### src/rtl/axis_lane_unpacker.sv
// -----------------------------------------------------------------------------
// axis_lane_unpacker
//
// Splits each wide AXI-Stream word into LANES narrow beats, one lane per beat.
// The word is held in a data register together with a pending-lane mask and
// the word's tlast. The current lane is the lowest pending lane (MSB_FIRST=0)
// or the highest pending lane (MSB_FIRST=1). The input is ready again in the
// same cycle the last pending lane is handed off, so consecutive words stream
// with no bubble.
//
// Optional feature: define AXIS_LANE_UNPACKER_KEEP_EN to add the axis_i_tkeep
// port. Lanes whose keep bit is 0 are skipped; a word with no keep bits set is
// accepted and dropped. Without the macro every word emits all LANES beats.
//
// Ports
//   clk            clock, rising edge
//   sresetn        synchronous active-low reset
//   axis_i_tvalid  slave valid
//   axis_i_tready  slave ready (combinational from axis_o_tready when HOLD)
//   axis_i_tlast   slave packet end
//   axis_i_tdata   wide word, lane k = bits [(k+1)*AXIS_O_BYTES*8-1 -: AXIS_O_BYTES*8]
//   axis_i_tkeep   one bit per lane (only with AXIS_LANE_UNPACKER_KEEP_EN)
//   axis_o_tvalid  master valid
//   axis_o_tready  master ready
//   axis_o_tlast   master packet end, on the final beat of a tlast word
//   axis_o_tdata   narrow beat
//
// state  | meaning
// EMPTY  | no pending lanes, input ready
// HOLD   | word held, at least one lane left to emit
// -----------------------------------------------------------------------------
module axis_lane_unpacker #(
  parameter int AXIS_I_BYTES = 4,
  parameter int AXIS_O_BYTES = 1,
  parameter int MSB_FIRST    = 0
) (
  input  logic                                  clk,
  input  logic                                  sresetn,
  input  logic                                  axis_i_tvalid,
  output logic                                  axis_i_tready,
  input  logic                                  axis_i_tlast,
  input  logic [AXIS_I_BYTES*8-1:0]             axis_i_tdata,
`ifdef AXIS_LANE_UNPACKER_KEEP_EN
  input  logic [AXIS_I_BYTES/AXIS_O_BYTES-1:0]  axis_i_tkeep,
`endif
  output logic                                  axis_o_tvalid,
  input  logic                                  axis_o_tready,
  output logic                                  axis_o_tlast,
  output logic [AXIS_O_BYTES*8-1:0]             axis_o_tdata
);

  localparam int LANES = AXIS_I_BYTES / AXIS_O_BYTES;
  localparam int LW    = AXIS_O_BYTES * 8;
  localparam int IDXW  = (LANES > 1) ? $clog2(LANES) : 1;

  typedef enum logic {
    S_EMPTY = 1'b0,
    S_HOLD  = 1'b1
  } state_t;

  state_t                    state_q;
  logic [AXIS_I_BYTES*8-1:0] data_q;
  logic [LANES-1:0]          mask_q;
  logic                      tlast_q;

  logic [LANES-1:0]          keep_in;
  logic [IDXW-1:0]           cur_idx;
  logic [LANES-1:0]          cur_onehot;
  logic [LANES-1:0]          rest_mask;
  logic                      is_last;
  logic                      o_hs;
  logic                      i_hs;

`ifdef AXIS_LANE_UNPACKER_KEEP_EN
  assign keep_in = axis_i_tkeep;
`else
  assign keep_in = '1;
`endif

  // Priority pick of the current lane. The loop direction makes the
  // last-written match the winner: lowest set bit for LSB-first, highest
  // for MSB-first.
  always_comb begin
    cur_idx = '0;
    if (MSB_FIRST == 0) begin
      for (int i = LANES - 1; i >= 0; i--)
        if (mask_q[i]) cur_idx = IDXW'(i);
    end else begin
      for (int i = 0; i < LANES; i++)
        if (mask_q[i]) cur_idx = IDXW'(i);
    end
  end

  always_comb begin
    cur_onehot = '0;
    cur_onehot[cur_idx] = 1'b1;
  end

  assign rest_mask     = mask_q & ~cur_onehot;
  assign is_last       = (rest_mask == '0);

  assign axis_o_tvalid = (state_q == S_HOLD);
  assign axis_o_tdata  = data_q[cur_idx*LW +: LW];
  assign axis_o_tlast  = axis_o_tvalid && tlast_q && is_last;

  assign o_hs          = axis_o_tvalid && axis_o_tready;
  // Ready while empty, or when the final pending lane leaves this cycle so
  // the next word lands with no gap.
  assign axis_i_tready = (state_q == S_EMPTY) || (o_hs && is_last);
  assign i_hs          = axis_i_tvalid && axis_i_tready;

  always_ff @(posedge clk) begin
    if (!sresetn) begin
      state_q <= S_EMPTY;
      data_q  <= '0;
      mask_q  <= '0;
      tlast_q <= 1'b0;
    end else begin
      case (state_q)
        S_EMPTY: begin
          if (i_hs) begin
            data_q  <= axis_i_tdata;
            mask_q  <= keep_in;
            tlast_q <= axis_i_tlast;
            // An all-zero keep word is swallowed here without any beat.
            state_q <= (keep_in != '0) ? S_HOLD : S_EMPTY;
          end
        end
        S_HOLD: begin
          if (i_hs) begin
            data_q  <= axis_i_tdata;
            mask_q  <= keep_in;
            tlast_q <= axis_i_tlast;
            state_q <= (keep_in != '0) ? S_HOLD : S_EMPTY;
          end else if (o_hs) begin
            mask_q <= rest_mask;
            if (is_last) state_q <= S_EMPTY;
          end
        end
        default: state_q <= S_EMPTY;
      endcase
    end
  end

endmodule

### config.mk
export PLATFORM = sky130hd
export DESIGN_NAME = axis_lane_unpacker
export DESIGN_NICKNAME = d
export VERILOG_FILES = /design/src/rtl/axis_lane_unpacker.sv
export SDC_FILE = /design/constraint.sdc
export NUM_CORES = 1
export LEC_CHECK = 0
export ABC_AREA = 1
export CORE_UTILIZATION = 50
export DETAILED_ROUTE_END_ITERATION = 6
export MAX_ROUTING_LAYER = met4
export PLACE_DENSITY = 0.77
export REMOVE_ABC_BUFFERS = 1
export SYNTH_ARGS = -nofsm -noshare
export SYNTH_HDL_FRONTEND = slang
export SYNTH_SLANG_ARGS = --single-unit
### constraint.sdc
create_clock -name clk -period 1.7 [get_ports clk]
set_clock_uncertainty 0.2 [all_clocks]
set_input_delay 0.255 -clock clk [delete_from_list [all_inputs] [get_ports clk]]
set_output_delay 0.255 -clock clk [all_outputs]
set_load 0.02 [all_outputs]
==> summary.md <==
| Metric | Value |
|---|---|
| Status | `complete, but fails checks` |
| Failing checks | `setup timing` |
| Worst-skew pair later-pin latency | `0.30 ns` |
| Launch point of the worst reg-to-reg path | `mask_q[2]$_SDFFE_PN0P_` |
| Iter 0 DRT Violations | `542` |
| Diode count | `0` |
| Fin nets | `437` |
| Grt ovf | `0` |
| Netlist cell types | `20` |
| Post-Synthesis Cells | `318` |
| Pin count of the biggest net entering global routing | `42` |
| Port Buffers | `47` |
| Grt met3 use | `0.05345` |
| Reg2Reg Setup Slack | `-0.45 ns` |
| Final hold violation count | `0` |
| Worst r2r path cells | `11` |
| Syn Std Cell Area | `0.002037 mm2` |
| Number of synthesized register bits | `38` |
| Worst Path Class, Setup | `flop to flop` |
| CP Max Fanout | `5` |
| VDD IR max | `0.6752 mV` |
| CP endpoint kind | `flop` |
| Min-Delay Startpoint | `axis_i_tvalid` |
| Via count of the first global-routing pass | `2,118` |
| Final WL | `10.52 mm` |
| Met1 GRT Util | `0.3949` |
| CP Capture Point | `data_q[6]$_SDFFE_PN0P_` |
| Hold_ws | `0.08402 ns` |
| Die W | `65.83 um` |
| Core area | `0.003771 mm2` |
| GPL Wtd Cong | `0.8190` |
| Clock slew at reported path FFs | `0.09 ns` |
| Vias per cell | `6.552` |
| Die area | `0.004333 mm2` |
| FP Rows | `22` |
| Routing usage on met2 | `0.4974` |
| P&R area growth vs syn | `78.32%` |
| Commonest non-fill, non-tap cells in the layout | `inv_1, nor2_1, nand2_1, clkdlybuf4s50_1, dfxtp_1` |
| Crit path launch | `mask_q[2]$_SDFFE_PN0P_` |
| Power Total | `3.106 mW` |
| Final worst slack | `-0.4456 ns` |
| Clock sink count | `38` |
| CTS tree | `built` |
| DPL Wire Length | `3.223 mm` |
| WL/cell | `23.42 um` |
| CP required | `1.68 ns` |
| H-tree level count | `2` |
| Tmin final | `2.146 ns` |
| Worst-Margin Slew | `0.6612 ns` |
| Setup_tns | `-15.23 ns` |
| Warnings from Yosys | `0` |
| First drt pass iteration count | `7` |
| Final Slew Violations | `0` |
| Tcrit/Tclk final | `1.262` |
| Initial antenna violation count | `0` |
| Via count | `2,942` |
| Reg2reg end | `data_q[6]$_SDFFE_PN0P_` |
| Overall Global Routing Usage | `0.3076` |
| Most common cell after layout, fill and taps aside | `inv_1` |
| Worst slew margin | `0.5592` |
| Root Driver | `clkbuf_8` |
| I/O pin count | `48` |
| CP arrival | `2.13 ns` |
| Register area share after synthesis | `0.3735` |
| Startpoint types | `flop` |
| Static leakage | `1.696 nW` |
| Syn Area/Cell | `6.406 um2` |
| Gr busiest metal | `met2` |
| DP Cell Count | `416` |
| Unrepaired setup endpoints after global routing | `true` |
| CTS buffer count | `5` |
| P per Cell Area | `855.0 mW/mm2` |
| Starting Density | `0.5401` |
| Final setup violation count | `48` |
| Hold/Removal Path Class | `primary input to flop` |
| Die Ht | `65.83 um` |
| CTS max path bufs | `2` |
| Max_cap viols | `0` |
| Fillers | `79` |
| DR DRC count | `0` |
| Final std cells w/o fill | `449` |
| Max Clock Freq | `0.4661 GHz` |
| First-pass GRT wire length | `9.942 mm` |
| Post-route ant nets | `0` |
| Layout cells sized above 1 | `0.4065` |
| Final core occ | `0.9632` |
[critical path, stage by stage (launching register included)]
cell and delay, ns:
dfxtp_4 0.41, buf_6 0.12, inv_1 0.08, nor2_4 0.17, nor2_2 0.07, nand3_4 0.07, nand2_4 0.11, buf_12 0.17
buf_6 0.12, buf_6 0.13, a21oi_1 0.27, nor2_1 0.10
[area by class of cell]
type                            instances  area [um2]  area share
Multi-Input combinational cell        209        1386      0.3817
Timing Repair Buffer                   97        1127      0.3104
Sequential cell                        38       768.2      0.2115
Inverter                               49       183.9     0.05064
Clock buffer                            7       76.32     0.02101
Tap cell                               48       60.06     0.01653
Clock inverter                          1       30.03    0.008267
[cells by family (layout without fill, tap and decap cells)]
kind of cell    Yosys count  after routing  share of synthesized area
simple gates            158            158                     0.3378
compound gates           51             51                     0.1401
flops                    38             38                     0.3735
buf+inv                  71            154                     0.1486
[synth_stat cells, drive strengths merged]
master  count  area (um2)
dfxtp      38       760.7
o21ai       5       25.02
o211ai      8       60.06
buf        15       92.58
a21oi      37       192.7
nand3      50       255.3
inv        49       183.9
clkbuf      7       26.28
nand2      59       229.0
nor4b       1       8.760
o21bai      1       7.510
nor2       48       195.2
[state kept, by name (all words and copies together) (netlist names)]
signal         cells
mask_q             4
axis_o_tvalid      1
tlast_q            1
data_q            32
[through the flow]
| step | setup WS [ns] | instance area, um2 |
|---|---|---|
| final | -0.4456 | 3632 |
| after global routing | -0.5740 | 3632 |
| after detailed placement | -0.6079 | 2669 |
| after CTS | -0.2871 | 3052 |
| after global placement | -0.5760 | 2669 |
| after floorplan | -0.4809 | 1918 |
[per-layer routing]
layer  vias to the layer above  part of all wire
met4                         0             0.092
met5                         -                 0
met1                      1338              0.34
li1                       1176                 -
met3                       114              0.12
met2                       314              0.45
[where the power goes]
group / switching [mW] / leakage, nW / total [mW] / internal (mW)
registers: 0.0765 / 0.317 / 1.05 / 0.972
clock network: 0.359 / 0.0524 / 0.799 / 0.440
logic: 0.676 / 1.33 / 1.26 / 0.582
[how the worst min path moves through the flow]
stage,end,slack [ns],cells after the start
2_1_floorplan,data_q[0]$_SDFFE_PN0P_,0.18,2
3_3_place_gp,data_q[7]$_SDFFE_PN0P_,0.26,2
3_5_place_dp,data_q[26]$_SDFFE_PN0P_,0.27,2
4_1_cts,axis_o_tvalid$_SDFF_PN0_,0.06,3
5_1_grt,axis_o_tvalid$_SDFF_PN0_,0.09,3
6_report,axis_o_tvalid$_SDFF_PN0_,0.08,3
[timing repair]
item	CTS	global route
pin swaps	10	40
resized for setup	82	102
hold buffers	0	0
setup endpoints to repair	48	48
setup buffers	7	10
gates cloned	4	7
(Power assumes the default switching activity.)
